File: src/rtl/audio_sample_bridge.sv
// audio_sample_bridge
//
// Purpose: buffers tagged ADC samples in one FIFO per channel. On each PWM
// "ready for next duty" rising edge, it releases one sample per channel to
// the PWM duty outputs. A prefill phase lets every FIFO reach half depth
// before samples are released. An underrun sends the bridge back to prefill.
// While idle, the outputs sit at midscale.
//
// Optional feature: define BRIDGE_STATS_EN to build the 16-bit saturating
// overrun/underrun event counters. Without it, both count outputs read 0.
//
// Ports:
//   clk, reset    system clock, synchronous active-high reset
//   enable        bridge enable; low flushes all FIFOs and forces IDLE
//   in_valid      ADC sample strobe, one write per high cycle
//   in_ch         channel tag of in_data (tags >= CHANNELS are ignored)
//   in_data       ADC sample
//   pwm_ready     PWM ready level; its rising edge is a pop event
//   clear_flags   clears sticky flags and counters (a new event wins)
//   duty_val      per-channel duty, channel c at [c*N +: N]
//   duty_valid    one-cycle pulse when duty_val is refreshed
//   fifo_level    per-channel occupancy, channel c at [c*LW +: LW]
//   overrun       sticky per-channel "sample dropped on full"
//   underrun      sticky per-channel "pop while empty"
//   overrun_cnt   overrun event count
//   underrun_cnt  underrun event count
module audio_sample_bridge #(
    parameter int N        = 10,
    parameter int CHANNELS = 2,
    parameter int DEPTH    = 8,
    localparam int CW      = (CHANNELS > 1) ? $clog2(CHANNELS) : 1,
    localparam int AW      = $clog2(DEPTH),
    localparam int LW      = AW + 1
) (
    input  logic                   clk,
    input  logic                   reset,
    input  logic                   enable,
    input  logic                   in_valid,
    input  logic [CW-1:0]          in_ch,
    input  logic [N-1:0]           in_data,
    input  logic                   pwm_ready,
    input  logic                   clear_flags,
    output logic [CHANNELS*N-1:0]  duty_val,
    output logic                   duty_valid,
    output logic [CHANNELS*LW-1:0] fifo_level,
    output logic [CHANNELS-1:0]    overrun,
    output logic [CHANNELS-1:0]    underrun,
    output logic [15:0]            overrun_cnt,
    output logic [15:0]            underrun_cnt
);

    typedef enum logic [1:0] {IDLE, FILL, RUN} state_t;

    localparam logic [N-1:0] MIDSCALE = {1'b1, {(N-1){1'b0}}};

    state_t              state, next_state;
    logic                pwm_prev;
    logic                pop_evt;
    logic                active;
    logic                running;
    logic                ch_ok;
    logic                all_half;

    logic [N-1:0]        mem    [CHANNELS][DEPTH];
    logic [AW-1:0]       rd_ptr [CHANNELS];
    logic [AW-1:0]       wr_ptr [CHANNELS];
    logic [LW-1:0]       level  [CHANNELS];
    logic [N-1:0]        duty_r [CHANNELS];

    logic [CHANNELS-1:0] wr_req, push, pop, under, drop;
    logic [CHANNELS-1:0] overrun_r, underrun_r;

    // A write to a full FIFO is accepted only if the same channel pops on the
    // same edge. Otherwise the sample is dropped. An empty FIFO that sees a pop
    // event counts as an underrun even when a write lands in the same cycle.
    always_comb begin
        pop_evt  = pwm_ready & ~pwm_prev;
        active   = enable && (state != IDLE);
        running  = enable && (state == RUN);
        ch_ok    = (int'(in_ch) < CHANNELS);
        all_half = 1'b1;
        wr_req   = '0;
        push     = '0;
        pop      = '0;
        under    = '0;
        drop     = '0;
        for (int c = 0; c < CHANNELS; c++) begin
            wr_req[c] = active && in_valid && ch_ok && (in_ch == CW'(c));
            pop[c]    = running && pop_evt && (level[c] != '0);
            under[c]  = running && pop_evt && (level[c] == '0);
            drop[c]   = wr_req[c] && (level[c] == LW'(DEPTH)) && !pop[c];
            push[c]   = wr_req[c] && !drop[c];
            if (level[c] < LW'(DEPTH / 2)) begin
                all_half = 1'b0;
            end
        end
    end

    always_comb begin
        next_state = state;
        case (state)
            IDLE:    if (enable) next_state = FILL;
            FILL:    if (all_half) next_state = RUN;
            RUN:     if (|under) next_state = FILL;
            default: next_state = IDLE;
        endcase
        if (!enable) begin
            next_state = IDLE;
        end
    end

    // Sample storage has no reset. Flushing only clears the pointers and levels.
    always_ff @(posedge clk) begin
        for (int c = 0; c < CHANNELS; c++) begin
            if (push[c]) begin
                mem[c][wr_ptr[c]] <= in_data;
            end
        end
    end

    always_ff @(posedge clk) begin
        if (reset) begin
            state      <= IDLE;
            pwm_prev   <= 1'b0;
            duty_valid <= 1'b0;
            overrun_r  <= '0;
            underrun_r <= '0;
            for (int c = 0; c < CHANNELS; c++) begin
                duty_r[c] <= MIDSCALE;
                rd_ptr[c] <= '0;
                wr_ptr[c] <= '0;
                level[c]  <= '0;
            end
        end else begin
            state      <= next_state;
            pwm_prev   <= pwm_ready;
            duty_valid <= running && pop_evt;
            for (int c = 0; c < CHANNELS; c++) begin
                if (!enable || state == IDLE) begin
                    duty_r[c] <= MIDSCALE;
                end else if (pop[c]) begin
                    duty_r[c] <= mem[c][rd_ptr[c]];
                end

                if (!enable) begin
                    rd_ptr[c] <= '0;
                    wr_ptr[c] <= '0;
                    level[c]  <= '0;
                end else begin
                    if (push[c]) wr_ptr[c] <= wr_ptr[c] + AW'(1);
                    if (pop[c])  rd_ptr[c] <= rd_ptr[c] + AW'(1);
                    case ({push[c], pop[c]})
                        2'b10:   level[c] <= level[c] + LW'(1);
                        2'b01:   level[c] <= level[c] - LW'(1);
                        default: level[c] <= level[c];
                    endcase
                end

                if (drop[c])         overrun_r[c] <= 1'b1;
                else if (clear_flags) overrun_r[c] <= 1'b0;
                if (under[c])        underrun_r[c] <= 1'b1;
                else if (clear_flags) underrun_r[c] <= 1'b0;
            end
        end
    end

`ifdef BRIDGE_STATS_EN
    logic [15:0] ov_q, un_q;

    // Each counter counts at most once per cycle and saturates at 0xFFFF.
    // A new event takes priority over clear_flags.
    always_ff @(posedge clk) begin
        if (reset) begin
            ov_q <= '0;
            un_q <= '0;
        end else begin
            if (|drop) begin
                if (ov_q != 16'hFFFF) ov_q <= ov_q + 16'd1;
            end else if (clear_flags) begin
                ov_q <= '0;
            end
            if (|under) begin
                if (un_q != 16'hFFFF) un_q <= un_q + 16'd1;
            end else if (clear_flags) begin
                un_q <= '0;
            end
        end
    end

    assign overrun_cnt  = ov_q;
    assign underrun_cnt = un_q;
`else
    assign overrun_cnt  = '0;
    assign underrun_cnt = '0;
`endif

    assign overrun  = overrun_r;
    assign underrun = underrun_r;

    for (genvar g = 0; g < CHANNELS; g++) begin : g_out
        assign duty_val[g*N +: N]     = duty_r[g];
        assign fifo_level[g*LW +: LW] = level[g];
    end

endmodule
File: config.mk
export PLATFORM = sky130hd
export DESIGN_NAME = audio_sample_bridge
export DESIGN_NICKNAME = d
export VERILOG_FILES = /design/src/rtl/audio_sample_bridge.sv
export SDC_FILE = /design/constraint.sdc
export NUM_CORES = 1
export LEC_CHECK = 0
export ABC_AREA = 1
export ABC_CLOCK_PERIOD_IN_PS = 2300
export CAP_MARGIN = 20
export CORE_ASPECT_RATIO = 0.7
export CORE_MARGIN = 8
export CORE_UTILIZATION = 52
export DETAILED_ROUTE_END_ITERATION = 16
export PLACE_DENSITY = 0.76
export SLEW_MARGIN = 10
export SYNTH_ARGS = -nofsm -noshare
export SYNTH_HDL_FRONTEND = slang
export SYNTH_SLANG_ARGS = --single-unit
File: constraint.sdc
create_clock -name clk -period 2.3 [get_ports clk]
set_input_delay 0.575 -clock clk [delete_from_list [all_inputs] [get_ports clk]]
set_output_delay 0.575 -clock clk [all_outputs]
set_load 0.02 [all_outputs]
==> results.md <==
Status:
- The flow ran to the end, and the final reports show no timing, DRC or antenna violations.

Yosys:
- The dominant register cell in the synthesized netlist is sky130_fd_sc_hd__edfxtp_1.
- The instance count of the mapped netlist is 759.
- The number of synthesis warnings is 0.
- The number of enable-type register cells in the synthesized netlist is 200.
- Sequential elements use 69.5% of the synthesized area.
- The mapped cell area is 8870 µm².
- In this run, synthesis produced a sequential element count of 208.
- The mean instance size in the synthesized netlist is 11.7 µm².
- The synthesized netlist contains 34 unique library cells.
- The share of flip-flops with an asynchronous set or reset is 0%.

Layout:
- The area growth from synthesis to layout is 19.9%.
- The fraction of layout cells with a size suffix above 1 is 14.7%.
- The count of cells in the finished layout, fillers not included, comes to 1,109.
- The library cells used most frequently in the layout, excluding fill and tap cells, are sky130_fd_sc_hd__edfxtp_1 (200), sky130_fd_sc_hd__nor2_1 (150), sky130_fd_sc_hd__o21ai_0 (105), sky130_fd_sc_hd__nand2_1 (82), sky130_fd_sc_hd__buf_4 (66).
- The final net count is 895.
- The library cell used most frequently in the layout, excluding fill and tap cells, is sky130_fd_sc_hd__edfxtp_1.
- The final cell utilization of the core is 62.9%.
- The number of inserted diodes is 0.

Floorplan:
- The x dimension of the die is 172 µm.
- During I/O placement, the number of pins put on the boundary was 82.
- The floorplan step defined a die boundary enclosing 21,600 µm².
- After floorplanning, the core was divided into 40 placement rows.
- The core region is 16,900 µm².
- Measured along the y axis, the die boundary spans 125 µm.
- The starting utilization of the core area is 52.4%.

Timing:
- For the pin with the worst max-slew slack, the measured transition is 0.637 ns.
- The final worst-path setup slack is 0.0562 ns.
- For the final database, setup skew stands at 0.0135 ns.
- The number of failing hold endpoints at the final stage came to 0.
- The count of pins over their slew limit was 0.
- The upper clock frequency limit is 446 MHz.
- The worst path in the final design needs a cycle of 2.24 ns, including I/O delays and setup.
- Setup violations remaining at the end of the flow were counted as 0.
- The total negative slack for setup checks is 0 ns.
- Setup repair after global routing could not meet its margin everywhere.
- After layout, the worst path uses 97.6% of the clock period.
- Measured against its own limit, the worst slew margin works out to 57.5%.

Worst setup path:
- In this design, the largest share of critical-path delay is due to buffers and inverters.
- The slowest stage of the critical path is the sky130_fd_sc_hd__clkdlybuf4s50_1 cell.
- In this run the worst path has a maximum fanout of 5.
- The startpoint type of the worst setup path is a register.
- The type of destination of the critical path is a primary output.
- The critical path is of the reg -> out type.
- The arrival time of data at the critical path endpoint is 1.67 ns.
- The delay of the slowest critical-path stage is 0.68 ns.
- Together, buffers and inverters on the worst path number 1.
- Traced cell by cell, the critical path runs through clkdlybuf4s50_1.
- At the worst endpoint, the required time is 1.73 ns.
- The worst register-to-register path has a setup slack of 0.13 ns.

Drt:
- The number of DRC markers after the initial detailed-route iteration is 596.
- The number of nets with antenna violations after routing is 0.
- Summed over all layers, the routed wires come to 18,200 µm.
- Across all layers, the routed design uses 5,717 vias.
- The number of search-and-repair iterations in the first detailed-routing pass is 5.
- The wire length per cell after detailed routing is 16.4 µm.
- The routed via count divided by cell count is 5.16.
- After detailed routing, the number of remaining DRC violations is 0.

Placed design:
- The congestion estimate from routability-driven global placement came to 0.801.
- During placement, the flow inserted port buffers numbering 49.
- The placed cell count is 1,068.
- The worst-case setup slack after placement is -0.503 ns.
- The wire-length estimate of the detail-placed layout is 11,600 µm.

Global route:
- The first global-routing pass estimated 28,400 µm of wire.
- After global routing the overflow that remains totals 0.
- The total global-route track usage is 16.5%.
- The number of global-route vias before repair was 5,548.
- Entering global routing, the biggest net connects 41 pins.
- The number of antenna violations at the first check in global routing is 0.

Clock network:
- For this design, the CTS-stage hold fixing added 0 buffers.
- The clock tree root driver cell is sky130_fd_sc_hd__clkbuf_16.
- The clock net in this run drives a total of 208 sinks.
- After clock tree synthesis, the clock-pin slew on the worst setup and hold paths is 0.06 ns.
- The later-pin clock latency in the skew report is 0.49 ns.
- The maximum level of the CTS H-tree is 1.
- TritonCTS built the clock tree.
- Counting the buffers created by CTS gives 21.
- Counting along the longest clock path gives a buffer depth of 3.

Power and ir drop:
- The static power due to leakage is 0.00392 µW.
- Total power for the finished layout comes to 8040 µW.
- The worst-case IR drop observed on VDD is 0.000514 V.
- In this run the power density over the cells is 756 nW/µm².

Worst hold path:
- The type of the tightest min-delay check is reg -> reg.

Run:
- The max-cap violation count is 0.
-- power breakdown --
| part | total (µW) | internal [µW] | leakage (µW) | switching (µW) |
|---|---|---|---|---|
| sequential | 4220 | 4190 | 0.00196 | 34.5 |
| combinational | 514 | 178 | 0.00164 | 335 |
| clock | 3310 | 1990 | 0.000319 | 1320 |
| total | 8040 | 6360 | 0.00392 | 1690 |
-- metal layers --
layer  global-route usage [%]  wire [µm]  vias up
met5                        0          0        -
met4                     4.25        313        0
met3                     3.74       1410       29
met2                     26.2       8490      192
met1                     22.6       7950     2724
li1                         -          -     2772
-- sequential cells by signal (all words and copies together), names as in the netlist --
| name | cells |
|---|---|
| state | 2 |
| overrun | 2 |
| duty_valid | 1 |
| level | 8 |
| underrun | 2 |
| wr_ptr | 6 |
| pwm_prev | 1 |
| duty_r | 20 |
| mem | 160 |
| rd_ptr | 6 |
-- stage by stage --
step / hold WS (ns) / cell area, µm²
after floorplan: 0.510 / 9020
after global placement: 0.448 / 9900
final: 0.463 / 10600
after CTS: 0.463 / 10600
after global routing: 0.482 / 10600
after detailed placement: 0.454 / 9900
-- Yosys cell counts, drive strengths merged, types with 3 or more instances --
| cell | count | share of area [%] |
|---|---|---|
| a21oi | 28 | 1.8 |
| buf | 44 | 3.6 |
| clkbuf | 20 | 0.85 |
| dfxtp | 8 | 1.8 |
| edfxtp | 200 | 68 |
| ha | 11 | 1.6 |
| inv | 41 | 1.7 |
| nand2 | 88 | 4.0 |
| nand3 | 16 | 0.96 |
| nand4 | 3 | 0.21 |
| nor2 | 157 | 7.0 |
| nor3 | 14 | 0.85 |
| o21ai | 112 | 6.3 |
| xnor2 | 6 | 0.59 |
| xor2 | 3 | 0.30 |
-- kinds of logic (layout without fill, tap and decap cells) --
logic type	count (synthesis)	count (layout)	synth area share (%)
buf+inv	106	194	6.22
other cells	1	32	0.0423
xor+xnor	9	9	0.888
flops	208	208	69.5
fa+ha+maj	11	11	1.55
simple gates	280	280	13.2
compound gates	144	144	8.56
-- cell type report --
| class | instances | area (µm²) |
|---|---|---|
| clock buffer | 23 | 533 |
| clock inverter | 11 | 126 |
| fill | 1277 | 6280 |
| inverter | 42 | 158 |
| multi-input combinational | 476 | 2320 |
| sequential | 208 | 6170 |
| tap | 231 | 289 |
| timing repair buffer | 118 | 1040 |
-- worst min-delay path: cells and delay by family (launching register included) --
| kind | cells | cell delay (ns) |
|---|---|---|
| flip-flops | 1 | 0.31 |
| AND/OR/NAND/NOR | 1 | 0.06 |
| AO/OA/AOI/OAI | 1 | 0.05 |
-- path summary, 6_finish.rpt --
| path | depth (start not counted) | start | to |
|---|---|---|---|
| setup / recovery | 1 | level[1][1] | fifo_level[5] |
| hold / removal | 2 | underrun[1] | underrun[1] |
| setup reg to reg | 13 | level[1][2] | level[1][2] |
| hold reg to reg | 2 | underrun[1] | underrun[1] |
-- repair_timing --
item	in CTS	in global routing
setup buffers	0	7
endpoints found under the setup margin	0	8
resized for setup	0	11
Power figures use the tool's default switching activity.
